File: src/rtl/hamming_dec_engine.sv
// SECDED decoder engine: reads 16-bit codewords from byte memory, writes 11-bit data plus 2-bit status.
// Optional macro HAMDEC_STATS_EN adds saturating single/double error counters.
module hamming_dec_engine #(
    parameter int NUM_WORDS = 15,
    parameter int SRC_BASE  = 30,
    parameter int DST_BASE  = 0,
    parameter int ADDR_W    = 8
) (
    input  logic              clk,
    input  logic              rst_n,
    input  logic              start,
    output logic              done,
    output logic [ADDR_W-1:0] mem_addr,
    output logic              mem_rd_en,
    input  logic [7:0]        mem_rdata,
    output logic              mem_wr_en,
    output logic [7:0]        mem_wdata
`ifdef HAMDEC_STATS_EN
    ,
    output logic [7:0]        single_cnt,
    output logic [7:0]        double_cnt
`endif
);
    localparam int IDX_W = (NUM_WORDS > 1) ? $clog2(NUM_WORDS) : 1;

    typedef enum logic [2:0] {IDLE, RD_LO, RD_HI, CAP_HI, DEC, WR_LO, WR_HI, DONE} state_t;

    state_t            state, state_nxt;
    logic [IDX_W-1:0]  idx;
    logic [7:0]        cw_lo, cw_hi;
    logic [7:0]        res_lo, res_hi;
    logic [15:0]       cw;
    logic [3:0]        syn;
    logic              par;
    logic [1:0]        flags;
    logic [10:0]       data;
    logic [ADDR_W-1:0] offs;
    logic              last;

    assign cw   = {cw_hi, cw_lo};
    assign offs = ADDR_W'({idx, 1'b0});
    assign last = (idx == IDX_W'(NUM_WORDS - 1));

    // Each syndrome bit is the parity over the positions whose index has that bit set
    always_comb begin
        syn[0] = ^(cw & 16'hAAAA);
        syn[1] = ^(cw & 16'hCCCC);
        syn[2] = ^(cw & 16'hF0F0);
        syn[3] = ^(cw & 16'hFF00);
        par    = ^cw;
        flags  = 2'b00;
        data   = {cw[15:9], cw[7:5], cw[3]};
        if (par) begin
            flags = 2'b01;
            case (syn)
                4'd3:    data[0]  = ~data[0];
                4'd5:    data[1]  = ~data[1];
                4'd6:    data[2]  = ~data[2];
                4'd7:    data[3]  = ~data[3];
                4'd9:    data[4]  = ~data[4];
                4'd10:   data[5]  = ~data[5];
                4'd11:   data[6]  = ~data[6];
                4'd12:   data[7]  = ~data[7];
                4'd13:   data[8]  = ~data[8];
                4'd14:   data[9]  = ~data[9];
                4'd15:   data[10] = ~data[10];
                default: ;
            endcase
        end else if (syn != 4'd0) begin
            flags = 2'b10;
        end
    end

    always_ff @(posedge clk or negedge rst_n) begin
        if (!rst_n) begin
            state  <= IDLE;
            idx    <= '0;
            cw_lo  <= '0;
            cw_hi  <= '0;
            res_lo <= '0;
            res_hi <= '0;
            done   <= 1'b0;
        end else begin
            state <= state_nxt;
            case (state)
                IDLE: if (start) begin
                    idx  <= '0;
                    done <= 1'b0;
                end
                RD_HI:  cw_lo <= mem_rdata;
                CAP_HI: cw_hi <= mem_rdata;
                DEC: begin
                    res_lo <= data[7:0];
                    res_hi <= {flags, 3'b000, data[10:8]};
                end
                WR_HI:  if (!last) idx <= idx + IDX_W'(1);
                DONE:   done <= 1'b1;
                default: ;
            endcase
        end
    end

    always_comb begin
        state_nxt = state;
        mem_rd_en = 1'b0;
        mem_wr_en = 1'b0;
        mem_addr  = '0;
        mem_wdata = '0;
        case (state)
            IDLE:   if (start) state_nxt = RD_LO;
            RD_LO: begin
                mem_rd_en = 1'b1;
                mem_addr  = ADDR_W'(SRC_BASE) + offs;
                state_nxt = RD_HI;
            end
            RD_HI: begin
                mem_rd_en = 1'b1;
                mem_addr  = ADDR_W'(SRC_BASE) + offs + ADDR_W'(1);
                state_nxt = CAP_HI;
            end
            CAP_HI: state_nxt = DEC;
            DEC:    state_nxt = WR_LO;
            WR_LO: begin
                mem_wr_en = 1'b1;
                mem_addr  = ADDR_W'(DST_BASE) + offs;
                mem_wdata = res_lo;
                state_nxt = WR_HI;
            end
            WR_HI: begin
                mem_wr_en = 1'b1;
                mem_addr  = ADDR_W'(DST_BASE) + offs + ADDR_W'(1);
                mem_wdata = res_hi;
                state_nxt = last ? DONE : RD_LO;
            end
            DONE:    state_nxt = IDLE;
            default: state_nxt = IDLE;
        endcase
    end

`ifdef HAMDEC_STATS_EN
    // Counters freeze once the last word is decoded, so they are stable while done is high
    always_ff @(posedge clk or negedge rst_n) begin
        if (!rst_n) begin
            single_cnt <= '0;
            double_cnt <= '0;
        end else if (state == IDLE && start) begin
            single_cnt <= '0;
            double_cnt <= '0;
        end else if (state == DEC) begin
            if (flags == 2'b01 && single_cnt != 8'hFF) single_cnt <= single_cnt + 8'd1;
            if (flags == 2'b10 && double_cnt != 8'hFF) double_cnt <= double_cnt + 8'd1;
        end
    end
`endif

endmodule

File: config.mk
export PLATFORM = sky130hd
export DESIGN_NAME = hamming_dec_engine
export DESIGN_NICKNAME = d
export VERILOG_FILES = /design/src/rtl/hamming_dec_engine.sv
export SDC_FILE = /design/constraint.sdc
export NUM_CORES = 1
export LEC_CHECK = 0
export BUFFER_PORTS_ARGS = -buffer_cell sky130_fd_sc_hd__buf_4
export CAP_MARGIN = 30
export CORE_UTILIZATION = 57
export DETAILED_ROUTE_END_ITERATION = 8
export PLACE_DENSITY = 0.79
export REMOVE_ABC_BUFFERS = 1
export SYNTH_ARGS = -nofsm -noshare
export SYNTH_HDL_FRONTEND = slang
export SYNTH_SLANG_ARGS = --single-unit
File: constraint.sdc
create_clock -name clk -period 2 [get_ports clk]
set_input_delay 0.1 -clock clk [delete_from_list [all_inputs] [get_ports clk]]
set_output_delay 0.1 -clock clk [all_outputs]
set_load 0.03 [all_outputs]
== Word-level counts from Yosys, hierarchy flattened ==
Index checks and enable logic that the tools add are counted.

* Output and inout bits: 19
* Logic and storage cells: 82
* Flip-flop bits (word level): 37
* Bits of input ports: 11

* Bitwise gates (word level): 11
* Equal/unequal tests: 21
* Muxes and demuxes: 26
* Reduce and logical (&&, ||, !) cells: 13
* $add $sub $neg: 4

{| class="wikitable"
|+ Operators by type and width
! cell !! number
|-
| $reduce_xor 16->1 || 5
|-
| $eq 4x4->1 const B || 8
|-
| $pmux 7 s4 || 1
|-
| $pmux 3 s8 || 1
|-
| $pmux 8 s2 || 1
|-
| $mux 1 || 14
|-
| $eq 3x3->1 const B || 4
|-
| $eq 4x3->1 const B || 3
|-
| $mux 11 || 1
|-
| $not 1->1 || 11
|-
| $mux 4 || 2
|-
| $pmux 4 s2 || 1
|-
| $add 6x1->7 const B || 1
|-
| $add 5x1->6 const B || 1
|-
| $add 5x5->6 const A || 1
|-
| $eq 3x2->1 const B || 2
|-
| $mux 3 || 2
|-
| $add 4x1->4 const B || 1
|-
| $eq 4x2->1 const B || 1
|-
| $mux 2 || 2
|-
| $ne 2x2->1 const B || 2
|-
| $reduce_bool 2->1 || 2
|-
| $reduce_bool 4->1 || 1
|-
| $reduce_or 2->1 || 2
|-
| other kinds (5) || 5
|}

== Longest topological paths before layout ==
Gate-level depths: netlist (run 1).

* Word-level depth: 4
* Gate-level depth with buffers: 8
* Depth with buffers taken out: 8

== Worst setup path before layout (run 1) ==
Ideal clock, no wire load.

* Path type: register -> output
* Start point: reg state[1]
* End point: out mem_addr[5]
* Path slack: -0.338 ns
* Stages on the path, launching flop included: 6
* Arrival time: 2.238 ns
* Data required time: 1.900 ns
* Path buffers: 2
* Cell sequence: dfrtp_1 > clkbuf_1 > nor2b_1 > clkbuf_1 > nor2_1 > a211oi_1

* Cells in the longest elaborated chain, start to end: 2

{| class="wikitable"
|+ Ends and longest elaborated chain
! item !! line !! RTL
|-
| start: declaration || 28 || <nowiki>state_t state, state_nxt;</nowiki>
|-
| start signal: assignment || 84 || <nowiki>state <= state_nxt;</nowiki>
|-
| $eq 3x3->1 (tied with other cells) || 109 || <nowiki>case (state)</nowiki>
|-
| $pmux 7 s4 (*) || 109 ||
|-
| end: declaration || 13 || <nowiki>output logic [ADDR_W-1:0] mem_addr,</nowiki>
|}

Mark *: on every way between the ends. The rest lies on a longest branch, timed or not.

== Worst setup path in the final report (run 1) ==
* Start point: reg cw_lo[3]
* End point: reg res_hi[1]

* Cells in the longest elaborated chain, start to end: 4

{| class="wikitable"
|+ Ends and longest elaborated chain
! item !! line !! RTL
|-
| start: declaration || 30 || <nowiki>logic [7:0] cw_lo, cw_hi;</nowiki>
|-
| start signal: assignment || 90 || <nowiki>RD_HI: cw_lo <= mem_rdata;</nowiki>
|-
| $reduce_xor 16->1 (on tied branches) || 46, 47 ||
|-
| $eq 4x4->1 || 55 || <nowiki>case (syn)</nowiki>
|-
| $mux 1 || 55 ||
|-
| $mux 11 (*) || 53 || <nowiki>if (par) begin</nowiki>
|-
| end signal: assignment || 94 || <nowiki>res_hi <= {flags, 3'b000, data[10:8]};</nowiki>
|-
| end: declaration || 31 || <nowiki>logic [7:0] res_lo, res_hi;</nowiki>
|}

Marks and branches as above.
A chain may end at the register's enable or synchronous reset.

==> impl_metrics.xml, run 1 <==
<?xml version="1.0" encoding="UTF-8"?>
<metrics>
  <group name="run_status">
    <metric name="outcome" unit="">finished with violations</metric>
    <metric name="failed_checks" unit="">setup timing</metric>
  </group>
  <group name="timing">
    <metric name="rsz_0062_raised_after_global_routing" unit="">true</metric>
    <metric name="final.min_clock_period" unit="ps">2160</metric>
    <metric name="final_critical_path_setup_slack" unit="ps">-161</metric>
    <metric name="report.final.hold_viol_count" unit="">0</metric>
    <metric name="slew_violations" unit="">0</metric>
    <metric name="clock_skew" unit="ps">9.66</metric>
    <metric name="fmax" unit="MHz">463</metric>
    <metric name="setup_viol" unit="">12</metric>
    <metric name="post-route-period-util" unit="%">108</metric>
  </group>
  <group name="place">
    <metric name="port_buffers" unit="">27</metric>
    <metric name="routabilityCongestion" unit="">0.886</metric>
    <metric name="post_dp_cell_area" unit="um2">2680</metric>
    <metric name="hpwl_detailed" unit="um">3630</metric>
    <metric name="placed_cells_incl_taps" unit="">323</metric>
    <metric name="dp_slack" unit="ps">12.6</metric>
  </group>
  <group name="setup_path">
    <metric name="critPathLaunchType" unit="">flip-flop</metric>
    <metric name="critical_path.reg2reg.endpoint" unit="">res_hi[1]</metric>
    <metric name="reg2regPathDepth" unit="">8</metric>
    <metric name="worst-setup-path-type" unit="">flip-flop to flip-flop</metric>
    <metric name="crit_fanout" unit="">4</metric>
    <metric name="crit_arrival" unit="ps">2360</metric>
    <metric name="setup.worst_path.end_class" unit="">flip-flop</metric>
    <metric name="reg2reg_setup_slack" unit="ps">-160</metric>
    <metric name="worst_r2r_startpoint" unit="">cw_lo[3]</metric>
    <metric name="worst_ep_required_time" unit="ps">2200</metric>
  </group>
  <group name="layout">
    <metric name="post_route_cells_drive_above_1_share" unit="%">48.5</metric>
    <metric name="multi_input_comb_area" unit="um2">1770</metric>
    <metric name="area_growth" unit="%">51.3</metric>
    <metric name="fillers" unit="">127</metric>
    <metric name="final_area" unit="um2">3400</metric>
    <metric name="seq_area" unit="um2">941</metric>
    <metric name="insertedDiodeCount" unit="">0</metric>
    <metric name="stdcell_count" unit="">339</metric>
    <metric name="fin_nets" unit="">305</metric>
  </group>
  <group name="global_routing">
    <metric name="grt_pass1_wl" unit="um">8470</metric>
    <metric name="grt_start_max_net_pins" unit="">38</metric>
    <metric name="vias_in_the_first_global_route" unit="">1783</metric>
    <metric name="grt-ovfl-total" unit="">0</metric>
    <metric name="total_grt_usage" unit="%">26.9</metric>
    <metric name="antenna_found_initial" unit="">0</metric>
  </group>
  <group name="floorplan">
    <metric name="chipHeight" unit="um">64.8</metric>
    <metric name="rows" unit="">22</metric>
    <metric name="initial_utilization" unit="%">60.4</metric>
    <metric name="core-area" unit="um2">3720</metric>
    <metric name="top_ports" unit="">30</metric>
    <metric name="die-area" unit="um2">4200</metric>
    <metric name="die_width" unit="um">64.8</metric>
  </group>
  <group name="routing">
    <metric name="antenna_left" unit="">0</metric>
    <metric name="drtIter0Drc" unit="">381</metric>
    <metric name="remaining_drc_errors" unit="">0</metric>
    <metric name="avgViaCountPerCell" unit="">6.57</metric>
    <metric name="drt_pre_antenna_iters" unit="">8</metric>
    <metric name="via_count" unit="">2228</metric>
    <metric name="totalWireLength" unit="um">7860</metric>
    <metric name="avgRoutedWirePerCell" unit="um">23.2</metric>
  </group>
  <group name="clock_network">
    <metric name="cts-buffers-inserted" unit="">5</metric>
    <metric name="tritoncts_clock_tree" unit="">yes</metric>
    <metric name="insertion_delay" unit="ps">290</metric>
    <metric name="cts_buffer_depth" unit="">2</metric>
    <metric name="cts_sinks" unit="">37</metric>
    <metric name="clk_pin_slew_worst_paths" unit="ps">70</metric>
    <metric name="clock_root_buffer" unit="">sky130_fd_sc_hd__clkbuf_8</metric>
    <metric name="cts-htree-levels" unit="">2</metric>
  </group>
  <group name="worst_hold_path">
    <metric name="holdPathStages" unit="">2</metric>
    <metric name="min_from" unit="">mem_rdata[6]</metric>
    <metric name="worstHoldEndpoint" unit="">cw_lo[6]</metric>
    <metric name="worstHoldPathType" unit="">primary input to flip-flop</metric>
  </group>
  <group name="synth">
    <metric name="yosysUniqueCellTypes" unit="">29</metric>
    <metric name="netlist_area" unit="um2">2250</metric>
    <metric name="synth.ff_latch_count" unit="">37</metric>
    <metric name="async_reset_ff_share" unit="%">100</metric>
    <metric name="post_synth_inst_count" unit="">231</metric>
    <metric name="yosysWarningCount" unit="">0</metric>
    <metric name="synthFlopType" unit="">sky130_fd_sc_hd__dfrtp_1</metric>
    <metric name="avgSynthCellArea" unit="um2">9.72</metric>
    <metric name="synth_sequential_area_ratio" unit="%">41.2</metric>
    <metric name="post_synth_edffs" unit="">0</metric>
  </group>
  <group name="run">
    <metric name="max-cap-violations" unit="">0</metric>
  </group>
</metrics>
## cell families after synthesis
logic type               synth area share [%]
adder cells (fa/ha/maj)                  1.67
buffers and inverters                    3.06
other                                   0.167
multiplexers                             8.02
AND/OR/NAND/NOR                          17.0
AO/OA/AOI/OAI                            10.1
flip-flops                               41.2
XOR/XNOR                                 18.7
## what timing repair did
action | CTS | global route
pin swaps | 0 | 20
hold buffers | 1 | 0
gates resized for setup | 1 | 72
setup endpoints to repair | 2 | 14
endpoints found under the hold margin | 37 | 0
setup buffers | 0 | 8
## area by class of cell
| cell class | count | share of cell area, % |
|---|---|---|
| clock buffers | 7 | 2.54 |
| inverters | 3 | 0.331 |
| multi-input cells | 179 | 52.1 |
| flip-flops and latches | 37 | 27.7 |
| well taps | 48 | 1.77 |
| repair buffers | 65 | 15.5 |
## layer usage
| metal | wire (um) | part of all wire (%) | track usage, % | vias up |
|---|---|---|---|---|
| li1 | - | - | - | 910 |
| met1 | 2850 | 36 | 36.7 | 1059 |
| met2 | 3730 | 47 | 42.3 | 208 |
| met3 | 805 | 10 | 5.46 | 51 |
| met4 | 476 | 6.1 | 9.44 | 0 |
| met5 | 0 | 0 | 0 | - |
## critical path, cell delays in order (launching register included)
cell and delay [ps]:
sky130_fd_sc_hd__dfrtp_2 480, sky130_fd_sc_hd__xor2_4 180, sky130_fd_sc_hd__buf_12 150, sky130_fd_sc_hd__xnor2_4 190
sky130_fd_sc_hd__nor4_2 340, sky130_fd_sc_hd__buf_4 210, sky130_fd_sc_hd__o22ai_1 120, sky130_fd_sc_hd__xor2_1 190
sky130_fd_sc_hd__a21oi_1 210
## placed cells by master (no fill, tap or decap), types with 9 or more instances in the layout
cell / n
sky130_fd_sc_hd__buf_4: 61
sky130_fd_sc_hd__nor2_1: 26
sky130_fd_sc_hd__dfrtp_1: 25
sky130_fd_sc_hd__a21oi_1: 16
sky130_fd_sc_hd__mux2_2: 16
sky130_fd_sc_hd__xor2_1: 15
sky130_fd_sc_hd__dfrtp_2: 12
sky130_fd_sc_hd__nor2b_1: 10
sky130_fd_sc_hd__xnor2_4: 10
sky130_fd_sc_hd__o22ai_1: 10
sky130_fd_sc_hd__xor2_4: 9
## metrics by stage
stage	utilization, %	hold WS (ps)	setup TNS [ps]
CTS	74.8	50.9	-6.14
finish	91.4	55.2	-996
floorplan	-	-196	-9470
global placement	72.1	84.2	0
global route	91.4	57.2	-2200
detailed placement	72.1	89.4	0
## worst max-delay path by stage
stage	cells past startpoint	end	slack [ps]	startpoint
floorplan	3	res_hi[7]	-520	state[2]
global placement	7	res_lo[5]	9	cw_lo[6]
detailed placement	8	res_lo[1]	10	cw_hi[7]
CTS	7	res_hi[2]	-6	cw_hi[5]
global route	7	res_lo[4]	-330	cw_lo[5]
finish	8	res_hi[1]	-160	cw_lo[3]
## cell usage after synthesis, drive strengths merged, types with 3 or more instances
cell / count / share of area, %
dfrtp: 37 / 41
nor3: 11 / 2.5
buf: 3 / 0.89
and3: 3 / 0.84
mux2: 16 / 8.0
nor4: 9 / 3.6
nand2: 5 / 0.84
o21ai: 4 / 0.89
nor2: 26 / 4.3
nor2b: 10 / 2.8
a21oi: 16 / 3.6
clkbuf: 10 / 1.7
xnor2: 19 / 7.4
o22ai: 12 / 3.3
a22oi: 5 / 1.7
nand4: 3 / 0.84
inv: 3 / 0.50
ha: 3 / 1.7
xor2: 28 / 11
nand3: 3 / 0.67
## state kept, by name (all words and copies together), names as in the netlist
register and cells:
cw_hi 8, cw_lo 8, res_lo 8, res_hi 5, idx 4, state 3
done 1
Power of run 1 is left out: the tool's default activity adds up to more than one toggle a clock period on the data nets, which glitch-free logic cannot reach.
==> run 2, diff against run 1 <==
- CORE_UTILIZATION: 57 -> 40
- PLACE_DENSITY: 0.79 -> 0.59
==> impl_metrics.xml, run 2 (same netlist as run 1, synthesis figures left out) <==
<?xml version="1.0" encoding="UTF-8"?>
<metrics>
  <group name="run_status">
    <metric name="outcome" unit="">completed</metric>
  </group>
  <group name="timing">
    <metric name="tightestPinTransition" unit="ps">528</metric>
    <metric name="final.min_clock_period" unit="ps">1950</metric>
    <metric name="post-route-period-util" unit="%">97.6</metric>
    <metric name="rsz_0062_raised_after_global_routing" unit="">true</metric>
    <metric name="report.final.hold_viol_count" unit="">0</metric>
    <metric name="clock_skew" unit="ps">3.03</metric>
    <metric name="fmax" unit="MHz">512</metric>
    <metric name="worst_relative_slew_slack" unit="%">64.7</metric>
    <metric name="slew_violations" unit="">0</metric>
    <metric name="setup_viol" unit="">0</metric>
  </group>
  <group name="floorplan">
    <metric name="rows" unit="">26</metric>
    <metric name="die-area" unit="um2">5920</metric>
    <metric name="die_width" unit="um">76.9</metric>
    <metric name="core-area" unit="um2">5270</metric>
    <metric name="top_ports" unit="">30</metric>
    <metric name="chipHeight" unit="um">76.9</metric>
    <metric name="initial_utilization" unit="%">42.6</metric>
  </group>
  <group name="layout">
    <metric name="area_growth" unit="%">35.7</metric>
    <metric name="final_common_cell" unit="">sky130_fd_sc_hd__buf_4</metric>
    <metric name="insertedDiodeCount" unit="">0</metric>
    <metric name="post_route_cells_drive_above_1_share" unit="%">40.5</metric>
    <metric name="top_regs" unit="">cw_hi (8), cw_lo (8), res_lo (8)</metric>
    <metric name="final_area" unit="um2">3050</metric>
    <metric name="leading_cell_types_in_the_layout_fill_and_taps_excluded" unit="">61 x sky130_fd_sc_hd__buf_4, 33 x sky130_fd_sc_hd__dfrtp_1, 26 x sky130_fd_sc_hd__nor2_1, 21 x sky130_fd_sc_hd__xor2_1</metric>
    <metric name="layout.core_utilization" unit="%">57.8</metric>
    <metric name="fin_nets" unit="">302</metric>
    <metric name="stdcell_count" unit="">359</metric>
  </group>
  <group name="routing">
    <metric name="via_count" unit="">1857</metric>
    <metric name="avgViaCountPerCell" unit="">5.17</metric>
    <metric name="drt_pre_antenna_iters" unit="">4</metric>
    <metric name="remaining_drc_errors" unit="">0</metric>
    <metric name="avgRoutedWirePerCell" unit="um">14.3</metric>
    <metric name="totalWireLength" unit="um">5120</metric>
    <metric name="drtIter0Drc" unit="">84</metric>
    <metric name="antenna_left" unit="">0</metric>
  </group>
  <group name="clock_network">
    <metric name="insertion_delay" unit="ps">290</metric>
    <metric name="cts-htree-levels" unit="">2</metric>
    <metric name="clock_root_buffer" unit="">sky130_fd_sc_hd__clkbuf_8</metric>
    <metric name="cts_sinks" unit="">37</metric>
    <metric name="clk_pin_slew_worst_paths" unit="ps">70</metric>
    <metric name="tritoncts_clock_tree" unit="">yes</metric>
    <metric name="cts-buffers-inserted" unit="">5</metric>
    <metric name="cts_buffer_depth" unit="">2</metric>
  </group>
  <group name="place">
    <metric name="port_buffers" unit="">27</metric>
    <metric name="routabilityCongestion" unit="">0.874</metric>
    <metric name="hpwl_detailed" unit="um">3700</metric>
    <metric name="placed_cells_incl_taps" unit="">349</metric>
    <metric name="post_dp_cell_area" unit="um2">2740</metric>
  </group>
  <group name="global_routing">
    <metric name="grt_pass1_wl" unit="um">8400</metric>
    <metric name="grt-ovfl-total" unit="">0</metric>
    <metric name="total_grt_usage" unit="%">18.1</metric>
    <metric name="vias_in_the_first_global_route" unit="">1818</metric>
    <metric name="antenna_found_initial" unit="">0</metric>
    <metric name="grt_start_max_net_pins" unit="">38</metric>
  </group>
  <group name="setup_path">
    <metric name="worst-setup-path-type" unit="">flip-flop to flip-flop</metric>
    <metric name="setup.worst_path.end_class" unit="">flip-flop</metric>
    <metric name="worst_ep_required_time" unit="ps">2210</metric>
    <metric name="crit_arrival" unit="ps">2160</metric>
    <metric name="crit_fanout" unit="">5</metric>
    <metric name="critPathLaunchType" unit="">flip-flop</metric>
  </group>
  <group name="run">
    <metric name="max-cap-violations" unit="">0</metric>
  </group>
  <group name="worst_hold_path">
    <metric name="worstHoldPathType" unit="">primary input to flip-flop</metric>
  </group>
</metrics>
## run 2: through the flow
stage	setup slack, ps	hold WS (ps)	TNS, ps
after detailed placement	18.8	99.6	0
after CTS	9.44	38.3	0
final	47.4	42.4	0
after global routing	-42.8	43.5	-164
after global placement	-52.0	99.5	-140
after floorplan	-523	-196	-9470
## run 2: final cells by class
type | count | area, um2
Multi-Input combinational cell | 179 | 1450
Fill cell | 484 | 2220
Clock buffer | 7 | 96.3
Tap cell | 70 | 87.6
Sequential cell | 37 | 931
Timing Repair Buffer | 62 | 468
Inverter | 3 | 11.3
Clock inverter | 1 | 5.00
## run 2: metal layers
| layer | up-vias | global-route usage, % | routed length (um) |
|---|---|---|---|
| li1 | 916 | - | - |
| met1 | 897 | 21.8 | 2240 |
| met2 | 38 | 32.4 | 2670 |
| met3 | 6 | 3.69 | 157 |
| met4 | 0 | 4.62 | 47 |
| met5 | - | 0 | 0 |
## run 2: critical path, stage by stage (launching register included)
cell and delay, ps:
sky130_fd_sc_hd__dfrtp_2 460, sky130_fd_sc_hd__xor2_2 220, sky130_fd_sc_hd__xor2_1 180, sky130_fd_sc_hd__buf_4 180, sky130_fd_sc_hd__nor4_4 250, sky130_fd_sc_hd__buf_4 160, sky130_fd_sc_hd__o22ai_1 90, sky130_fd_sc_hd__xor2_1 160
sky130_fd_sc_hd__a21oi_1 170
## run 2: path summary, 6_finish.rpt
check                                from   endpoint  slack (ps)  depth (start not counted)
worst max-delay path             cw_lo[3]  res_hi[1]          50                          8
worst min-delay path                start   state[0]          40                          3
worst max register to register   cw_lo[3]  res_hi[1]          50                          8
worst min register to register  res_lo[5]  res_lo[5]         520                          2
max in group asynchronous           rst_n   cw_lo[6]        1320                          2
min in group asynchronous           rst_n       done         310                          2
## run 2: repair_timing
action	CTS	global route
hold buffers	1	0
pin swaps	0	1
buffers inserted	0	1
gates resized for setup	2	28
setup endpoints to repair	3	23
endpoints found under the hold margin	37	0
Power of run 2 is left out for the same reason.
==> run 3, diff against run 2 <==
- GPL_TIMING_DRIVEN: unset -> 0
- SETUP_SLACK_MARGIN: unset -> 0.1
==> impl_metrics.xml, run 3 (same netlist as run 1, synthesis figures left out) <==
<?xml version="1.0" encoding="UTF-8"?>
<metrics>
  <group name="setup_path">
    <metric name="crit_fanout" unit="">4</metric>
    <metric name="critical-path-slowest-cell" unit="">sky130_fd_sc_hd__dfrtp_2</metric>
    <metric name="worst-setup-path-type" unit="">flip-flop to flip-flop</metric>
    <metric name="cp_cell_sequence" unit="">xor2_4 -&gt; buf_12 -&gt; xor2_4 -&gt; buf_6 -&gt; buf_4 -&gt; nor4_1 -&gt; o22ai_1 -&gt; xor2_1 -&gt; a21oi_1</metric>
    <metric name="crit_arrival" unit="ps">2310</metric>
    <metric name="critPathLaunchType" unit="">flip-flop</metric>
    <metric name="setup.worst_path.end_class" unit="">flip-flop</metric>
    <metric name="critPathMaxStageDelay" unit="ps">480</metric>
    <metric name="worst_ep_required_time" unit="ps">2220</metric>
    <metric name="critical-path-top-cell-by-count" unit="">sky130_fd_sc_hd__xor2_4</metric>
  </group>
  <group name="clock_network">
    <metric name="cts-buffers-inserted" unit="">5</metric>
    <metric name="cts_buffer_depth" unit="">2</metric>
    <metric name="clk_pin_slew_worst_paths" unit="ps">70</metric>
    <metric name="tritoncts_clock_tree" unit="">yes</metric>
    <metric name="cts_sinks" unit="">37</metric>
    <metric name="clock_root_buffer" unit="">sky130_fd_sc_hd__clkbuf_8</metric>
    <metric name="cts-htree-levels" unit="">2</metric>
    <metric name="insertion_delay" unit="ps">290</metric>
  </group>
  <group name="routing">
    <metric name="via_count" unit="">1897</metric>
    <metric name="drtIter0Drc" unit="">63</metric>
    <metric name="remaining_drc_errors" unit="">0</metric>
    <metric name="drt_pre_antenna_iters" unit="">4</metric>
    <metric name="avgViaCountPerCell" unit="">5.31</metric>
    <metric name="totalWireLength" unit="um">5930</metric>
    <metric name="avgRoutedWirePerCell" unit="um">16.6</metric>
    <metric name="antenna_left" unit="">0</metric>
  </group>
  <group name="layout">
    <metric name="top_regs" unit="">cw_hi (8), cw_lo (8), res_lo (8)</metric>
    <metric name="final_common_cell" unit="">sky130_fd_sc_hd__buf_4</metric>
    <metric name="fillers" unit="">419</metric>
    <metric name="fin_nets" unit="">301</metric>
    <metric name="leading_cell_types_in_the_layout_fill_and_taps_excluded" unit="">51 x sky130_fd_sc_hd__buf_4, 26 x sky130_fd_sc_hd__nor2_1, 23 x sky130_fd_sc_hd__dfrtp_1, 16 x sky130_fd_sc_hd__mux2_2, 15 x sky130_fd_sc_hd__a21oi_1</metric>
    <metric name="insertedDiodeCount" unit="">0</metric>
    <metric name="post_route_cells_drive_above_1_share" unit="%">50.9</metric>
    <metric name="stdcell_count" unit="">357</metric>
    <metric name="area_growth" unit="%">53.0</metric>
  </group>
  <group name="floorplan">
    <metric name="rows" unit="">26</metric>
    <metric name="chipHeight" unit="um">76.9</metric>
    <metric name="core-area" unit="um2">5270</metric>
    <metric name="initial_utilization" unit="%">42.6</metric>
    <metric name="top_ports" unit="">30</metric>
    <metric name="die-area" unit="um2">5920</metric>
    <metric name="die_width" unit="um">76.9</metric>
  </group>
  <group name="timing">
    <metric name="report.final.hold_viol_count" unit="">0</metric>
    <metric name="clock_skew" unit="ps">5.04</metric>
    <metric name="worst_relative_slew_slack" unit="%">58.5</metric>
    <metric name="rsz_0062_raised_after_global_routing" unit="">true</metric>
    <metric name="final.min_clock_period" unit="ps">2090</metric>
    <metric name="tightestPinTransition" unit="ps">621</metric>
    <metric name="setup_viol" unit="">6</metric>
    <metric name="holdWs" unit="ps">33.9</metric>
    <metric name="final_critical_path_setup_slack" unit="ps">-92.7</metric>
    <metric name="post-route-period-util" unit="%">105</metric>
    <metric name="slew_violations" unit="">0</metric>
    <metric name="fmax" unit="MHz">478</metric>
  </group>
  <group name="global_routing">
    <metric name="grt-ovfl-total" unit="">0</metric>
    <metric name="antenna_found_initial" unit="">0</metric>
    <metric name="grt_pass1_wl" unit="um">8900</metric>
    <metric name="vias_in_the_first_global_route" unit="">1798</metric>
    <metric name="grt_start_max_net_pins" unit="">38</metric>
    <metric name="total_grt_usage" unit="%">19.7</metric>
  </group>
  <group name="run">
    <metric name="max-cap-violations" unit="">0</metric>
  </group>
  <group name="worst_hold_path">
    <metric name="worstHoldPathType" unit="">primary input to flip-flop</metric>
  </group>
  <group name="place">
    <metric name="hpwl_detailed" unit="um">3350</metric>
    <metric name="port_buffers" unit="">27</metric>
    <metric name="routabilityCongestion" unit="">0.945</metric>
    <metric name="placed_cells_incl_taps" unit="">317</metric>
  </group>
  <group name="run_status">
    <metric name="outcome" unit="">finished with violations</metric>
    <metric name="failed_checks" unit="">setup timing</metric>
  </group>
</metrics>
==> run 3: layout make-up <==
class                   count  area [um2]  share of cell area, %
flip-flops and latches     37         943                   27.4
multi-input cells         179        1790                   52.2
inverters                   3        11.3                  0.328
repair buffers             61         515                   15.0
well taps                  70        87.6                   2.55
clock buffers               7        86.3                   2.51
==> run 3: timing repair <==
item / 4_1_cts / 5_1_grt
endpoints found under the hold margin: 37 / 0
hold buffers: 1 / 0
resized for setup: 68 / 21
pin swaps: 11 / 29
setup endpoints to repair: 37 / 24
buffers inserted: 17 / 15
==> run 3: worst paths after layout <==
path | to | slack, ps | cells past startpoint | startpoint
worst max-delay path | res_lo[0] | -90 | 9 | cw_hi[7]
worst min-delay path | state[0] | 30 | 3 | start
worst max register to register | res_lo[0] | -90 | 9 | cw_hi[7]
worst min register to register | res_hi[1] | 530 | 2 | res_hi[1]
max in group asynchronous | cw_hi[5] | 1340 | 2 | rst_n
min in group asynchronous | done | 300 | 2 | rst_n
==> run 3: stage by stage <==
stage / area [um2] / setup WS (ps) / setup TNS, ps / utilization (%)
floorplan: 2190 / -523 / -9470 / -
global placement: 2480 / -1340 / -19660 / 47.1
detailed placement: 2500 / -483 / -4600 / 47.5
CTS: 3180 / 94.6 / 0 / 60.3
global route: 3440 / -157 / -1080 / 65.2
finish: 3440 / -92.7 / -216 / 65.2
==> run 3: worst max-delay path: cells and delay by family, from the launching register on <==
kind / cells / cell delay (ps)
xor gates and xnor gates: 3 / 530
DFF: 1 / 480
AOI/OAI and AO/OA: 2 / 300
buffers and inverters: 3 / 420
and+or+nand+nor: 1 / 300
==> run 3: metal layers <==
layer | GRT usage [%] | up-vias | wire [um]
li1 | - | 907 | -
met1 | 23.4 | 924 | 2420
met2 | 34.6 | 46 | 3080
met3 | 3.33 | 20 | 206
met4 | 9.23 | 0 | 223
met5 | 0 | - | 0
Power of run 3 is left out for the same reason.
